## src/rtl/obi_subordinate_mem.sv

```systemverilog
// Word-addressed OBI memory subordinate with programmable grant latency and an R-channel response FIFO.
// Optional error counter on err_cnt_o when OBI_SBR_ERR_CNT_EN is defined.
module obi_subordinate_mem #(
    parameter int                    ADDR_WIDTH = 32,
    parameter int                    DATA_WIDTH = 32,
    parameter int                    DEPTH      = 16,
    parameter logic [ADDR_WIDTH-1:0] BASE_ADDR  = '0,
    parameter int                    GNT_WAIT   = 0,
    parameter int                    RSP_DEPTH  = 2
) (
    input  logic                    clk_i,
    input  logic                    reset_ni,
    input  logic                    obi_req_i,
    output logic                    obi_gnt_o,
    input  logic [ADDR_WIDTH-1:0]   obi_addr_i,
    input  logic                    obi_we_i,
    input  logic [DATA_WIDTH/8-1:0] obi_be_i,
    input  logic [DATA_WIDTH-1:0]   obi_wdata_i,
    output logic                    obi_rvalid_o,
    input  logic                    obi_rready_i,
    output logic [DATA_WIDTH-1:0]   obi_rdata_o,
    output logic                    obi_err_o,
    output logic                    busy_o,
    output logic [7:0]              err_cnt_o
);
    localparam int NB   = DATA_WIDTH / 8;
    localparam int OFFS = $clog2(NB);
    localparam int IW   = (DEPTH > 1) ? $clog2(DEPTH) : 1;
    localparam int PW   = (RSP_DEPTH > 1) ? $clog2(RSP_DEPTH) : 1;
    localparam int CW   = $clog2(RSP_DEPTH + 1);

    typedef struct packed {
        logic [DATA_WIDTH-1:0] rdata;
        logic                  err;
    } rsp_t;

    logic [3:0]            wcnt;
    logic [CW-1:0]         cnt;
    logic [PW-1:0]         wptr, rptr;
    logic                  full, empty, accept, pop, err_txn;
    logic [ADDR_WIDTH-1:0] off, idx_full;
    logic [IW-1:0]         idx;
    logic [DATA_WIDTH-1:0] mem [DEPTH];
    rsp_t                  rsp_buf [RSP_DEPTH];
    rsp_t                  push_rsp;

    function automatic logic [PW-1:0] nxt(input logic [PW-1:0] p);
        return (p == PW'(RSP_DEPTH - 1)) ? '0 : p + 1'b1;
    endfunction

    assign full   = (cnt == CW'(RSP_DEPTH));
    assign empty  = (cnt == '0);
    // Grant is held low while reset is asserted so the A channel is quiet immediately.
    assign obi_gnt_o = reset_ni && obi_req_i && (wcnt == 4'(GNT_WAIT)) && !full;
    assign accept = obi_req_i && obi_gnt_o;
    assign pop    = !empty && obi_rready_i;

    assign off      = obi_addr_i - BASE_ADDR;
    assign idx_full = off >> OFFS;
    assign idx      = idx_full[IW-1:0];
    assign err_txn  = (obi_addr_i < BASE_ADDR) || (idx_full >= ADDR_WIDTH'(DEPTH)) ||
                      (off[OFFS-1:0] != '0);

    always_comb begin
        push_rsp.err   = err_txn;
        push_rsp.rdata = (err_txn || obi_we_i) ? '0 : mem[idx];
    end

    always_ff @(posedge clk_i or negedge reset_ni) begin
        if (!reset_ni) begin
            wcnt <= '0;
        end else if (!obi_req_i || accept) begin
            wcnt <= '0;
        end else if (wcnt != 4'(GNT_WAIT)) begin
            wcnt <= wcnt + 4'd1;
        end
    end

    always_ff @(posedge clk_i or negedge reset_ni) begin
        if (!reset_ni) begin
            for (int i = 0; i < DEPTH; i++) mem[i] <= '0;
        end else if (accept && obi_we_i && !err_txn) begin
            for (int k = 0; k < NB; k++)
                if (obi_be_i[k]) mem[idx][8*k +: 8] <= obi_wdata_i[8*k +: 8];
        end
    end

    always_ff @(posedge clk_i or negedge reset_ni) begin
        if (!reset_ni) begin
            for (int i = 0; i < RSP_DEPTH; i++) rsp_buf[i] <= '0;
            wptr <= '0;
            rptr <= '0;
            cnt  <= '0;
        end else begin
            if (accept) begin
                rsp_buf[wptr] <= push_rsp;
                wptr          <= nxt(wptr);
            end
            if (pop) rptr <= nxt(rptr);
            case ({accept, pop})
                2'b10:   cnt <= cnt + 1'b1;
                2'b01:   cnt <= cnt - 1'b1;
                default: cnt <= cnt;
            endcase
        end
    end

    assign obi_rvalid_o = !empty;
    assign busy_o       = !empty;
    assign obi_rdata_o  = empty ? '0 : rsp_buf[rptr].rdata;
    assign obi_err_o    = !empty && rsp_buf[rptr].err;

`ifdef OBI_SBR_ERR_CNT_EN
    logic [7:0] err_cnt_q;
    always_ff @(posedge clk_i or negedge reset_ni) begin
        if (!reset_ni) err_cnt_q <= '0;
        else if (accept && err_txn && err_cnt_q != 8'hFF) err_cnt_q <= err_cnt_q + 8'd1;
    end
    assign err_cnt_o = err_cnt_q;
`else
    assign err_cnt_o = '0;
`endif
endmodule

```

## config.mk

```make
export PLATFORM = sky130hd
export DESIGN_NAME = obi_subordinate_mem
export DESIGN_NICKNAME = d
export VERILOG_FILES = /design/src/rtl/obi_subordinate_mem.sv
export SDC_FILE = /design/constraint.sdc
export NUM_CORES = 1
export LEC_CHECK = 0
export CAP_MARGIN = 40
export CORE_MARGIN = 2
export CORE_UTILIZATION = 55
export DETAILED_ROUTE_END_ITERATION = 10
export GPL_TIMING_DRIVEN = 0
export PLACE_DENSITY_LB_ADDON = 0.15
export SYNTH_ARGS = -nofsm -noshare
export SYNTH_HDL_FRONTEND = slang
export SYNTH_SLANG_ARGS = --single-unit
```

## constraint.sdc

```tcl
create_clock -name clk_i -period 2.5 [get_ports clk_i]
set_input_delay 0.5 -clock clk_i [delete_from_list [all_inputs] [get_ports clk_i]]
set_output_delay 0.5 -clock clk_i [all_outputs]
set_load 0.05 [all_outputs]
```

==> results of run 1 <==
registers in the layout, summed over array words and instances (netlist names):
signal	cells
mem	512
rsp_buf	66
wcnt	4
cnt	2
rptr	1
wptr	1
final timing paths:
check,to,cells past startpoint,slack (ps),from
hold / removal,mem[459],2,-30,reset_ni
max in group asynchronous,rsp_buf[19],4,1610,reset_ni
min in group clk_i,rsp_buf[33],2,480,rsp_buf[33]
setup / recovery,mem[22],11,-260,wcnt[0]
hold reg to reg,rsp_buf[33],2,480,rsp_buf[33]
setup reg to reg,mem[22],11,-260,wcnt[0]
synth_stat cells, types with 2 or more instances:
| master | instances |
|---|---|
| dfrtp_1 | 586 |
| mux2_2 | 512 |
| mux4_2 | 128 |
| clkbuf_1 | 94 |
| nand2_1 | 90 |
| a22o_1 | 64 |
| a22oi_1 | 64 |
| nor4_4 | 48 |
| nor2_1 | 41 |
| mux2i_1 | 34 |
| buf_1 | 24 |
| buf_2 | 23 |
| or4_1 | 16 |
| nand4_1 | 14 |
| buf_4 | 11 |
| nor4_1 | 10 |
| and2_1 | 7 |
| nor4bb_1 | 5 |
| buf_6 | 4 |
| inv_1 | 4 |
| nor4b_1 | 4 |
| xor2_1 | 4 |
| ha_1 | 3 |
| xnor2_1 | 3 |
| and4b_1 | 2 |
| nand3_1 | 2 |
| nor2b_1 | 2 |
| o21ai_0 | 2 |
power breakdown:
| part | leakage, nW | total [mW] | internal (mW) | switching [mW] |
|---|---|---|---|---|
| logic | 7.75 | 2.91 | 1.12 | 1.79 |
| registers | 8.18 | 9.61 | 9.54 | 0.0699 |
| clock network | 0.937 | 8.75 | 4.99 | 3.76 |
area by class of cell:
type                    count  area, µm²  share of cell area [%]
repair buffers            265       3100                    8.86
diodes                      1       2.50                 0.00714
multi-input cells        1068      13600                    38.7
clock buffers              85       1700                    4.84
inverters                   4       20.0                  0.0571
flip-flops and latches    586      14700                    41.8
plain buffers             145        962                    2.75
clock inverters            21        186                   0.532
well taps                 664        831                    2.37
routing by layer:
layer	track usage, %	vias to the layer above
met5	0	-
met2	48.4	890
met4	14.6	2
met3	7.46	252
li1	-	7424
met1	43.7	9743
through the flow:
stage          setup slack [ps]  setup TNS, ps
3_3_place_gp             -23950              -
5_1_grt                    -284         -39100
6_report                   -256         -26660
2_1_floorplan              12.3              0
4_1_cts                    -206         -20110
3_5_place_dp              -1970        -759320
cell families (layout without fill, tap and decap cells):
family	after synthesis	after routing	share of synthesized area (%)
adders and majority gates	3	3	0.136
DFF	586	586	53.3
xor gates and xnor gates	7	7	0.223
and+or+nand+nor	246	246	7.26
other	1	9	0.0136
buffers and inverters	160	520	2.55
AOI/OAI and AO/OA	130	130	3.82
muxes	674	674	32.7
timing repair:
action                     4_1_cts  5_1_grt
hold buffers                     6        0
pin swaps                       58       42
setup buffers                   80       17
cloned                           4        2
hold endpoints to repair        94        0
setup endpoints to repair      617      600
resized for setup              364      376
worst max-delay path, cell delays in order (launching register included):
cell,delay (ps)
dfrtp_1,400
inv_2,90
ha_4,120
nor3b_4,300
and3_4,310
inv_6,50
buf_12,140
buf_12,140
buf_8,140
nor4_4,400
buf_6,220
mux2_4,310
==> impl_metrics.py, run 1 <==
metrics = {
    "global_route": {
        "antenna_found_initial": 2,
        "grt_pass1_vias": 19000,
        "grt_max_degree": 130,
        "gr-total-overflow": 0,
        "grt_use_total_pct": 31.7,
        "grt_first_pass_wirelength_mm": 121,
    },
    "logic_synthesis": {
        "synthFlopType": "dfrtp_1",
        "synth-edff-count": 0,
        "synth_area_um2": 27500,
        "synth_seq_area_share_pct": 53.3,
        "syn_inst": 1807,
        "avgSynthCellArea_um2": 15.2,
        "yosys.area.top_type": "dfrtp_1",
        "ys_warn_count": 0,
        "yosys_register_bits": 586,
        "yosysUniqueCellTypes": 34,
        "netlist_top_cells_area": "dfrtp_1, mux2_2, mux4_2",
        "synthArstFlopShare_pct": 100,
        "yosysTopAreaCellShare_pct": 53.3,
    },
    "status": {
        "outcome": "finished, violations left",
        "violations": "negative hold slack, negative setup slack",
    },
    "layout": {
        "postLayoutCellArea_um2": 35000,
        "fin_nets": 2205,
        "fill_cells": 3094,
        "fin_util_pct": 71.3,
        "layout-drive-gt1-share_pct": 50.4,
        "layout_common_cells": "dfrtp_1, mux2_4, mux2_2",
        "layout_commonest_cell": "dfrtp_1",
        "final_cells": 2839,
        "syn2layout_area_growth_pct": 27.4,
    },
    "route": {
        "dr_wl_met3_mm": 7.23,
        "wl_met2_mm": 38.6,
        "routed.top_layer": "met5",
        "dr.pass1.iters": 6,
        "drt-vias-per-instance": 6.45,
        "drt-total-wl_mm": 83.7,
        "avgRoutedWirePerCell_um": 29.5,
        "remaining_drc_errors": 0,
        "antenna_left": 0,
        "wl_met1_mm": 33.9,
        "vias": 18300,
        "drt_first_iter_violations": 1994,
    },
    "sta": {
        "relSlewSlack_pct": 42.5,
        "holdWs_ps": -34.7,
        "fmax_mhz": 363,
        "setup_viol": 399,
        "min_period_ps": 2760,
        "rsz0062_at_grt": "true",
        "final_max_slew_viol_count": 0,
        "fin_ws_ps": -256,
        "min_period_over_period_pct": 110,
        "hold_viol_final": 18,
        "fin_worst_skew_ps": 13.4,
        "tightest_slew_ps": 863,
    },
    "placed_design": {
        "routabilityCongestion": 0.898,
        "dpl_cell_area_um2": 30200,
        "portBuffers": 106,
        "post-place-cells": 2637,
        "hpwl_mm": 50.4,
    },
    "clock_network": {
        "cts_tree": "yes",
        "clock_latency_ps": 630,
        "cts_sinks": 586,
        "cts_buffer_depth": 3,
        "clk_pin_slew_worst_paths_ps": 60,
        "numCtsBuffers": 59,
        "cts_root_buf": "clkbuf_16",
        "cts_max_level": 2,
    },
    "pwr": {
        "power.leakage_nw": 16.9,
        "p_per_area_nw_per_um2": 607,
        "power_mw": 21.3,
        "peakVddDrop_uv": 558,
    },
    "floorplan": {
        "num_io_pins": 117,
        "fp.dieH_um": 228,
        "start_util_pct": 56.0,
        "coreArea_um2": 49200,
        "rows": 81,
        "die_area_um2": 51800,
        "dieWidth_um": 228,
    },
    "critical_path": {
        "setup.worst_path.start_class": "flop",
        "cp.arrival_ps": 3260,
        "crit_type": "flop to flop",
        "end_kind": "flop",
        "crit_path_max_fanout": 6,
        "worstPathRequired_ps": 3000,
    },
    "run": {
        "drv_cap": 0,
    },
    "hold_path": {
        "hold_path_class": "input pin to async pin",
    },
}
Power figures use the tool's default switching activity.
==> run 2: changes to the inputs <==
==> constraint.sdc (replaced) <==
create_clock -name clk_i -period 2.2 [get_ports clk_i]
set_input_delay 0.44 -clock clk_i [delete_from_list [all_inputs] [get_ports clk_i]]
set_output_delay 0.44 -clock clk_i [all_outputs]
set_load 0.05 [all_outputs]
==> impl_metrics.py, run 2 (synthesis results as in run 1) <==
metrics = {
    "global_route": {
        "grt_max_degree": 122,
        "grt_first_pass_wirelength_mm": 125,
        "grt_pass1_vias": 19700,
        "gr-total-overflow": 0,
        "grt_use_total_pct": 33.2,
        "antenna_found_initial": 3,
    },
    "floorplan": {
        "coreArea_um2": 49200,
        "start_util_pct": 56.0,
        "fp.dieH_um": 228,
        "num_io_pins": 117,
        "dieWidth_um": 228,
        "die_area_um2": 51800,
        "rows": 81,
    },
    "hold_path": {
        "hold_path_class": "input pin to async pin",
    },
    "run": {
        "drv_cap": 0,
    },
    "sta": {
        "final_max_slew_viol_count": 0,
        "fmax_mhz": 386,
        "rsz0062_at_grt": "true",
        "fin_ws_ps": -393,
        "hold_viol_final": 0,
        "tightest_slew_ps": 816,
        "fin_worst_skew_ps": 20.8,
        "relSlewSlack_pct": 45.6,
        "setup_tns_ps": -136380,
        "min_period_over_period_pct": 118,
        "setup_viol": 616,
        "min_period_ps": 2590,
    },
    "pwr": {
        "power_mw": 25.0,
        "power.leakage_nw": 17.1,
        "p_per_area_nw_per_um2": 704,
        "peakVddDrop_uv": 607,
    },
    "layout": {
        "layout-drive-gt1-share_pct": 51.0,
        "reg_top3": "mem (512), rsp_buf (66), wcnt (4)",
        "layout_commonest_cell": "dfrtp_1",
        "fin_nets": 2209,
        "largest-register": "mem",
        "layout_common_cells": "dfrtp_1, mux2_4, mux2_2",
        "postLayoutCellArea_um2": 35500,
        "syn2layout_area_growth_pct": 29.2,
        "largest_register_ffs": 512,
    },
    "critical_path": {
        "setup.worst_path.start_class": "flop",
        "crit_type": "flop to flop",
        "cp.arrival_ps": 3090,
        "end_kind": "flop",
        "worstPathRequired_ps": 2690,
        "crit_path_max_fanout": 7,
    },
    "clock_network": {
        "numCtsBuffers": 59,
        "cts_max_level": 2,
        "cts_tree": "yes",
        "cts_sinks": 586,
        "cts_buffer_depth": 3,
        "cts_root_buf": "clkbuf_16",
        "clock_latency_ps": 630,
        "clk_pin_slew_worst_paths_ps": 70,
    },
    "route": {
        "remaining_drc_errors": 0,
        "drt-vias-per-instance": 6.36,
        "avgRoutedWirePerCell_um": 28.7,
        "drt_first_iter_violations": 1657,
        "antenna_left": 0,
        "vias": 18100,
        "drt-total-wl_mm": 81.7,
        "dr.pass1.iters": 6,
    },
    "placed_design": {
        "dpl_cell_area_um2": 30300,
        "portBuffers": 106,
        "place_ws_ps": -2850,
        "routabilityCongestion": 0.883,
        "hpwl_mm": 50.2,
    },
    "status": {
        "outcome": "finished, violations left",
        "violations": "negative setup slack",
    },
}
-- run 2: worst max-delay path: stages (launching register included) --
cell and delay, ps:
dfrtp_1 400, inv_2 90, ha_4 130, nor3b_4 200, and3_4 300, inv_8 50
buf_12 130, buf_12 130, buf_16 140, buf_12 140, nor4_4 180, buf_6 230
mux2_4 320
-- run 2: final timing paths --
| kind | from | end | slack (ps) | depth (start not counted) |
|---|---|---|---|---|
| max in group asynchronous | reset_ni | mem[443] | 900 | 3 |
| worst max register to register | wcnt[0] | mem[97] | -390 | 12 |
| worst min register to register | mem[189] | mem[189] | 500 | 1 |
| min in group clk_i | obi_req_i | wcnt[2] | 420 | 3 |
| worst min-delay path | reset_ni | mem[276] | 50 | 4 |
| worst max-delay path | wcnt[0] | mem[97] | -390 | 12 |
-- run 2: where the power goes --
group | total (mW) | internal [mW] | switching [mW]
combinational | 3.63 | 1.44 | 2.19
clock | 10.5 | 6.20 | 4.27
sequential | 10.9 | 10.8 | 0.0727
total | 25.0 | 18.5 | 6.54
-- run 2: timing repair --
item	4_1_cts	5_1_grt
buffers inserted	79	7
pin swaps	52	36
endpoints found under the hold margin	120	0
hold buffers	13	0
gates cloned	13	0
setup endpoints to repair	620	616
gates resized for setup	697	42
-- run 2: layout make-up --
class | instances | area (µm²)
Sequential cell | 586 | 14700
Multi-Input combinational cell | 1068 | 13600
Fill cell | 3031 | 13600
Timing Repair Buffer | 268 | 3310
Clock buffer | 80 | 1740
Buffer | 146 | 1040
Tap cell | 664 | 831
Clock inverter | 27 | 297
Inverter | 4 | 22.5
Antenna cell | 1 | 2.50
-- run 2: metrics by stage --
| step | cells | hold slack (ps) | utilization (%) |
|---|---|---|---|
| floorplan | 1814 | 144 | - |
| global placement | 2584 | 467 | 60.3 |
| detailed placement | 2638 | 481 | 61.7 |
| CTS | 2841 | 35.2 | 72.2 |
| global route | 2844 | 63.0 | 72.3 |
| finish | 2844 | 52.4 | 72.3 |
-- run 2: metal layers --
metal  global-route usage, %  part of all wire, %
met1                    44.9                   41
met2                    50.4                   46
met3                    8.23                  7.7
met4                    16.7                  5.3
met5                       0                0.034
